### src/rtl/gcd_engine.sv
// gcd_engine: self-controlled GCD unit with a selectable algorithm.
// MODE 0 runs subtractive Euclid, MODE 1 runs binary (Stein) GCD.
// One operation is in flight at a time. The engine loads an operand pair in
// IDLE, steps once per cycle in CALC, and presents the result in DONE until
// the consumer takes it.
//
// Handshake semantics (both sides): a transfer happens on a rising edge
// where valid && ready are both high. The producer holds x_in/y_in stable
// while in_valid is high. The engine holds gcd_out/iter_cnt stable while
// out_valid is high. in_valid is only looked at in IDLE, and out_ready is
// only looked at in DONE.
module gcd_engine #(
  parameter int unsigned WIDTH = 32,
  parameter int unsigned MODE  = 0,
  parameter int unsigned CNT_W = 16
) (
  input  logic             clk,
  input  logic             rst,
  input  logic             in_valid,
  output logic             in_ready,
  input  logic [WIDTH-1:0] x_in,
  input  logic [WIDTH-1:0] y_in,
  output logic             out_valid,
  input  logic             out_ready,
  output logic [WIDTH-1:0] gcd_out,
  output logic [CNT_W-1:0] iter_cnt
);

  // k counts common factors of two stripped in binary mode.
  // It never reaches WIDTH, so this width leaves headroom.
  localparam int unsigned K_W = $clog2(WIDTH) + 1;

  localparam logic [CNT_W-1:0] CNT_MAX = {CNT_W{1'b1}};

  typedef enum logic [1:0] {
    ST_IDLE = 2'd0,
    ST_CALC = 2'd1,
    ST_DONE = 2'd2
  } state_t;

  state_t           state_q, state_d;
  logic [WIDTH-1:0] x_q, x_d;
  logic [WIDTH-1:0] y_q, y_d;
  logic [K_W-1:0]   k_q, k_d;
  logic [WIDTH-1:0] gcd_q, gcd_d;
  logic [CNT_W-1:0] iter_q, iter_d;
  logic             out_valid_q, out_valid_d;

  // Single step of the selected algorithm, shown as a terminate flag plus a
  // result and as next operand values.
  logic             step_done;
  logic [WIDTH-1:0] step_res;
  logic [WIDTH-1:0] step_x;
  logic [WIDTH-1:0] step_y;
  logic [K_W-1:0]   step_k;

  // One algorithm step on the current operands. Rules are listed highest
  // priority first. Subtraction is always larger minus smaller.
  always_comb begin
    step_done = 1'b0;
    step_res  = '0;
    step_x    = x_q;
    step_y    = y_q;
    step_k    = k_q;
    if (MODE == 0) begin
      if (x_q == '0) begin
        step_done = 1'b1;
        step_res  = y_q;
      end else if (y_q == '0) begin
        step_done = 1'b1;
        step_res  = x_q;
      end else if (x_q == y_q) begin
        step_done = 1'b1;
        step_res  = x_q;
      end else if (x_q > y_q) begin
        step_x = x_q - y_q;
      end else begin
        step_y = y_q - x_q;
      end
    end else begin
      if (x_q == '0) begin
        step_done = 1'b1;
        step_res  = y_q << k_q;
      end else if (y_q == '0) begin
        step_done = 1'b1;
        step_res  = x_q << k_q;
      end else if (x_q == y_q) begin
        step_done = 1'b1;
        step_res  = x_q << k_q;
      end else if (!x_q[0] && !y_q[0]) begin
        step_x = x_q >> 1;
        step_y = y_q >> 1;
        step_k = k_q + K_W'(1);
      end else if (!x_q[0]) begin
        step_x = x_q >> 1;
      end else if (!y_q[0]) begin
        step_y = y_q >> 1;
      end else if (x_q > y_q) begin
        step_x = (x_q - y_q) >> 1;
      end else begin
        step_y = (y_q - x_q) >> 1;
      end
    end
  end

  // Next-state and next-register logic for the IDLE/CALC/DONE controller.
  always_comb begin
    state_d     = state_q;
    x_d         = x_q;
    y_d         = y_q;
    k_d         = k_q;
    gcd_d       = gcd_q;
    iter_d      = iter_q;
    out_valid_d = out_valid_q;
    case (state_q)
      ST_IDLE: begin
        if (in_valid) begin
          x_d     = x_in;
          y_d     = y_in;
          k_d     = '0;
          iter_d  = '0;
          state_d = ST_CALC;
        end
      end
      ST_CALC: begin
        // Counts every CALC cycle including the terminating one, saturating.
        iter_d = (iter_q == CNT_MAX) ? iter_q : iter_q + CNT_W'(1);
        x_d    = step_x;
        y_d    = step_y;
        k_d    = step_k;
        if (step_done) begin
          gcd_d       = step_res;
          out_valid_d = 1'b1;
          state_d     = ST_DONE;
        end
      end
      ST_DONE: begin
        if (out_ready) begin
          out_valid_d = 1'b0;
          state_d     = ST_IDLE;
        end
      end
      default: begin
        out_valid_d = 1'b0;
        state_d     = ST_IDLE;
      end
    endcase
  end

  // State registers. Reset abandons any operation in flight.
  always_ff @(posedge clk) begin
    if (rst) begin
      state_q     <= ST_IDLE;
      x_q         <= '0;
      y_q         <= '0;
      k_q         <= '0;
      gcd_q       <= '0;
      iter_q      <= '0;
      out_valid_q <= 1'b0;
    end else begin
      state_q     <= state_d;
      x_q         <= x_d;
      y_q         <= y_d;
      k_q         <= k_d;
      gcd_q       <= gcd_d;
      iter_q      <= iter_d;
      out_valid_q <= out_valid_d;
    end
  end

  // in_ready is gated by rst so it reads 0 for the whole reset pulse and 1
  // in the first cycle after release.
  assign in_ready  = (state_q == ST_IDLE) && !rst;
  assign out_valid = out_valid_q;
  assign gcd_out   = gcd_q;
  assign iter_cnt  = iter_q;

endmodule

### config.mk
export PLATFORM = sky130hd
export DESIGN_NAME = gcd_engine
export DESIGN_NICKNAME = d
export VERILOG_FILES = /design/src/rtl/gcd_engine.sv
export SDC_FILE = /design/constraint.sdc
export NUM_CORES = 1
export LEC_CHECK = 0
export ABC_CLOCK_PERIOD_IN_PS = 4780
export BUFFER_PORTS_ARGS = -buffer_cell sky130_fd_sc_hd__buf_2
export CORE_ASPECT_RATIO = 0.5
export CORE_MARGIN = 2
export CORE_UTILIZATION = 41
export CTS_BUF_LIST = sky130_fd_sc_hd__clkbuf_4 sky130_fd_sc_hd__clkbuf_8
export CTS_CLUSTER_DIAMETER = 30
export DETAILED_ROUTE_END_ITERATION = 10
export GPL_ROUTABILITY_DRIVEN = 0
export PLACE_DENSITY_LB_ADDON = 0.1
export SYNTH_ARGS = -nofsm -noshare
export SYNTH_HDL_FRONTEND = slang
export SYNTH_SLANG_ARGS = --single-unit
### constraint.sdc
create_clock -name clk -period 4.78 [get_ports clk]
set_input_delay 0.478 -clock clk [delete_from_list [all_inputs] [get_ports clk]]
set_output_delay 0.478 -clock clk [all_outputs]
set_load 0.01 [all_outputs]
==> Yosys cells after proc, flatten, opt, wreduce, memory -nomap -nowiden <==
Cells that the tools add are included.
Widths: inputs -> output; s select.
{ "totals": {"reg_bits": 115, "latch_bits": 0, "ramBits": 0, "romBits": 0, "input_bits": 68, "output_inout_bits": 50, "word_cells": 64, "n_memories": 0} }
{ "classes": {"addsub": 3, "multipliers": 0, "div_mod_pow": 0, "order_cmp": 1, "n_eq_ne": 13, "shift": 0, "mux": 28, "bitwise": 1, "n_reduce_logical": 12} }
{ "ops": {"columns": ["operator", "count"], "rows": [
  ["$mux 32", 13],
  ["$pmux 32 s2", 2],
  ["$logic_not 32->1", 2],
  ["$sub 32x32->32", 2],
  ["$eq 32x32->1", 1],
  ["$gt 32x32->1", 1],
  ["$mux 16", 2],
  ["$pmux 16 s2", 1],
  ["$ne 2x2->1 const B", 9],
  ["$add 16x1->16 const B", 1],
  ["$eq 16x16->1 const B", 1],
  ["$reduce_and 6->1", 2],
  ["$reduce_and 3->1", 3],
  ["$mux 2", 3],
  ["$pmux 2 s3", 1],
  ["$mux 1", 5],
  ["$pmux 1 s3", 1],
  ["$eq 2x1->1 const B", 1],
  ["$eq 2x2->1 const B", 1],
  ["$logic_not 2->1", 1],
  ["$reduce_and 2->1", 1],
  ["$reduce_bool 2->1", 1],
  ["$logic_and 1x1->1", 1],
  ["$logic_not 1->1", 1],
  ["$not 1->1", 1]
]} }

==> Longest topological paths before layout <==
{ "logic_depth": {"depth_word": 6, "ltp_mapped": 14, "depth_no_buf": 12} }

==> Worst setup path after synthesis <==
No wires, ideal clock.
{ "synth_path": {"path_type": "flip-flop to flip-flop", "startpoint": "register x_q[0]", "endpoint": "register x_q[25]", "setup_ns": 0.141, "arrival_ns": 2.561, "t_required_ns": 4.639, "setup_slack_ns": 2.078, "path_stages_with_launch": 14, "path_buffers": 1, "period_less_slack_ns": 2.702, "cell_sequence": "dfxtp_1 inv_1 ha_1 fa_1 nand2b_1 a21oi_2 nor2_2 o21ai_2 o22a_4 a21oi_4 o31ai_4 buf_6 mux2i_1 o22ai_1"} }
{ "synth_via": {"elab_chain_cells": 6, "word_cells_on_any_way": 13, "cone_classes": "1 x add/sub; 1 x order compare; 4 x eq/ne; 5 x mux; 2 x reduce/logical"} }
{ "synth_lines": {"columns": ["item", "line_no", "text"], "rows": [
  ["start, declared", "42", "logic [WIDTH-1:0] x_q, x_d;"],
  ["start signal, assigned", "154", "x_q <= '0;"],
  ["start signal, assigned", "162", "x_q <= x_d;"],
  ["$sub 32x32->32", null, null],
  ["$mux 32", "75", "end else if (x_q > y_q) begin"],
  ["$mux 32", "72", "end else if (x_q == y_q) begin"],
  ["$mux 32", "69", "end else if (y_q == '0) begin"],
  ["$mux 32", "66", "if (x_q == '0) begin"],
  ["$pmux 32 s2", "115", "case (state_q)"]
]} }
Several ways; a longest one is shown, not always the timed one. The select of a mux whose other input is x is not followed.
A chain may end at the register's enable or synchronous reset.

==> Worst setup path in the final report <==
{ "layout_path": {"startpoint": "register x_q[25]", "endpoint": "register y_q[29]"} }
{ "layout_via": {"elab_chain_cells": 6, "word_cells_on_any_way": 13, "cone_classes": "1 x add/sub; 1 x order compare; 4 x eq/ne; 5 x mux; 2 x reduce/logical"} }
{ "layout_lines": {"columns": ["item", "line_no", "text"], "rows": [
  ["$sub 32x32->32", null, null],
  ["$mux 32", "75", null],
  ["$mux 32", "72", null],
  ["$mux 32", "69", null],
  ["$mux 32", "66", null],
  ["$pmux 32 s2", "115", null],
  ["end signal, assigned", "163", "y_q <= y_d;"],
  ["end, declared", "43", "logic [WIDTH-1:0] y_q, y_d;"]
]} }
Several ways; a longest one is shown, not always the timed one. The select of a mux whose other input is x is not followed.

==> qor.yml <==
outcome:
  status: "completed"
drt:
  first_pass_iters: 5
  remaining_drc_errors: 0
  drt_iter0_drc: 609
  wire_per_inst_um: 18.23
  wl_mm: 28.50
  antenna_left: 0
  vias_per_cell: 5.637
  via_count: 8811
timing:
  tightestPinTransition_ns: 1.063
  fin_skew_ns: 0.01572
  fmax_mhz: 272.9
  max-slew-margin-rel_pct: 28.94
  rsz0062_at_grt: "no"
  fin_crit_ns: 3.665
  setup_viol: 0
  setup-tns-final_ns: 0
  report.final.slew_viol_count: 0
  finalCritPeriodShare_pct: 76.66
  hold_violations: 0
power:
  seq_power_share_pct: 19.9
  p_comb_share_pct: 66.4
  ir_worst_vdd_mv: 0.2331
  clock_power_share_pct: 13.7
  internal_power_mw: 3.475
  power_density_mw_per_mm2: 721.0
  switching_power_mw: 3.714
  switching_share_pct: 51.66
  p_leak_nw: 4.087
critical_path:
  crit_path_max_fanout: 28
  timing.critical_path.to_type: "register"
  reg2reg_from: "x_q[25]"
  r2r_cells: 12
  regToRegSetupSlack_ns: 1.12
  r2r_end: "y_q[29]"
  setup.worst_path.start: "x_q[25]"
  setup.worst_path.end: "y_q[29]"
  cp.arrival_ns: 4.05
  critical_path_required_ns: 5.16
  path_class: "reg -> reg"
  critPathLaunchType: "register"
clock_network:
  cts_sinks: 115
  clock_latency_ns: 0.49
  cts_root_buf: "clkbuf_8"
  cts.htree.levels: 4
  ctsHoldBuffers: 0
  numCtsBuffers: 17
  cts_buffer_depth: 2
  post-cts-setup-buffers: 0
  cts_resized: 0
  clkSlewWorstSetupHoldPaths_ns: 0.08
  cts_tree: "built"
global_routing:
  grt_max_degree: 75
  antenna_found_initial: 0
  grt_pass1_vias: 8188
  grt_usage_pct: 25.74
  grt_pass1_wl_mm: 45.22
  gr-total-overflow: 0
yosys:
  synth_area_per_cell_um2: 7.507
  yosysSeqAreaShare_pct: 25.79
  synthArstFlopShare_pct: 0
  netlist_top_cells_area: "dfxtp_1 26%, ha_1 9.0%, nor2_1 7.7%"
  synthFlopType: "dfxtp_1"
  ys_types: 75
  synth_fp_nets: 1323
  ys_ff_latch: 115
  syn_inst: 1189
  synth_edf_count: 0
  yosys_warnings: 0
  synth_area_leader_cell: "dfxtp_1"
  synth_top_area_share_pct: 25.79
  netlist_area_mm2: 0.008926
floorplan:
  start_util_pct: 41.53
  dieArea_mm2: 0.02304
  rows: 38
  fp.dieH_um: 108.3
  io_pins: 118
  die_w_um: 212.7
  coreArea_mm2: 0.02149
cells_and_area:
  drive_above_1_share_pct: 15.99
  syn_to_final_growth_pct: 11.72
  final_nets: 1384
  layout_commonest_cell: "nor2_1"
  layout_common_cells: "182 x nor2_1, 124 x a21oi_1, 116 x buf_2, 115 x dfxtp_1, 87 x nand2_1"
  antenna-diode-count: 0
  final_cell_count_no_fill: 1563
placed_design:
  port_buffers: 117
  dpl.hpwl_mm: 21.47
  dp_cells: 1531
worst_hold_path:
  hp-class: "in -> reg"
job:
  maxCapViolCount: 0
==> power by group through the flow <==
| stage | clock [mW] | combinational, mW | sequential, mW |
|---|---|---|---|
| global placement | 0 | 4.66 | 1.45 |
| CTS | 1.01 | 4.71 | 1.43 |
| floorplan | 0 | 3.72 | 1.33 |
| finish | 0.983 | 4.77 | 1.43 |
| detailed placement | 0 | 4.68 | 1.45 |
| global route | 1.06 | 5.27 | 1.46 |
==> synth_stat cells (4+ instances only) <==
| cell | n |
|---|---|
| inv_1 | 76 |
| a31oi_1 | 11 |
| o21ai_1 | 6 |
| a311oi_1 | 16 |
| a21o_1 | 23 |
| a21oi_2 | 5 |
| a211oi_1 | 67 |
| nand2b_1 | 12 |
| o21a_1 | 12 |
| buf_2 | 26 |
| buf_6 | 6 |
| xnor2_1 | 33 |
| nor4_1 | 21 |
| buf_4 | 9 |
| nand3_1 | 20 |
| or3_1 | 11 |
| dfxtp_1 | 115 |
| clkbuf_1 | 36 |
| ha_1 | 64 |
| o22ai_1 | 4 |
| nand2_1 | 87 |
| a211oi_2 | 6 |
| nand4_1 | 18 |
| o211ai_1 | 8 |
| and3_1 | 5 |
| a311oi_2 | 8 |
| nor2b_1 | 12 |
| o21bai_1 | 8 |
| buf_1 | 6 |
| nor2_1 | 184 |
| xor2_1 | 24 |
| mux2i_1 | 13 |
| nor3_1 | 13 |
| o21ai_0 | 44 |
| a21oi_1 | 124 |
==> registers in the layout, indices dropped and copies added, names as in the netlist <==
signal	count
x_q	32
out_valid	1
state_q	2
y_q	32
iter_cnt	16
gcd_out	32
==> per-stage QoR <==
stage          hold slack, ns  util (%)  cell area (um2)  setup slack [ns]  total power, mW
4_1_cts                0.2089     46.40             9972             1.168            7.154
3_5_place_dp           0.4837     44.47             9558             1.170            6.130
3_3_place_gp           0.4676     44.47             9558             1.256            6.108
6_report               0.2462     46.40             9972             1.115            7.190
2_1_floorplan          0.5018         -             8926             2.078            5.048
5_1_grt                0.2207     46.40             9972            0.7181            7.795
==> worst min path at each step <==
stage,from,endpoint,slack [ns],cells after the start
detailed placement,out_valid,out_valid,0.48,2
global placement,out_valid,out_valid,0.47,2
floorplan,y_q[31],y_q[31],0.50,2
finish,y_in[16],y_q[16],0.25,3
CTS,y_in[16],y_q[16],0.21,3
global route,y_in[12],y_q[12],0.22,3
==> cells by family after synthesis <==
family,after synthesis,synth area share [%]
and+or+nand+nor,398,20.23
DFF,115,25.79
AOI/OAI and AO/OA,381,29.58
muxes,13,1.458
buffers and inverters,159,7.934
xor gates and xnor gates,57,5.593
adders and majority gates,66,9.420
==> metal layers <==
layer | track usage, % | routed length, um
met1 | 36.32 | 14090
met5 | 0 | 0
met2 | 38.91 | 12190
met3 | 5.838 | 1620
met4 | 7.942 | 597
==> critical path, cell delays in order (launching register included) <==
cell	delay, ns
dfxtp_1	0.49
inv_1	0.08
ha_1	0.48
nand2_1	0.25
nor2_1	0.11
and3_4	0.20
a21oi_1	0.28
nand2_1	0.16
a21oi_1	0.22
o31a_2	0.61
buf_4	0.35
nor2_1	0.06
a311oi_1	0.25
==> area by class of cell <==
class	count	area, um2
sequential	115	2302
timing repair buffer	125	648.1
inverter	76	285.3
tap	300	375.4
fill	2284	11520
clock buffer	19	255.2
clock inverter	13	158.9
multi-input combinational	915	5947
(Power assumes the default switching activity.)
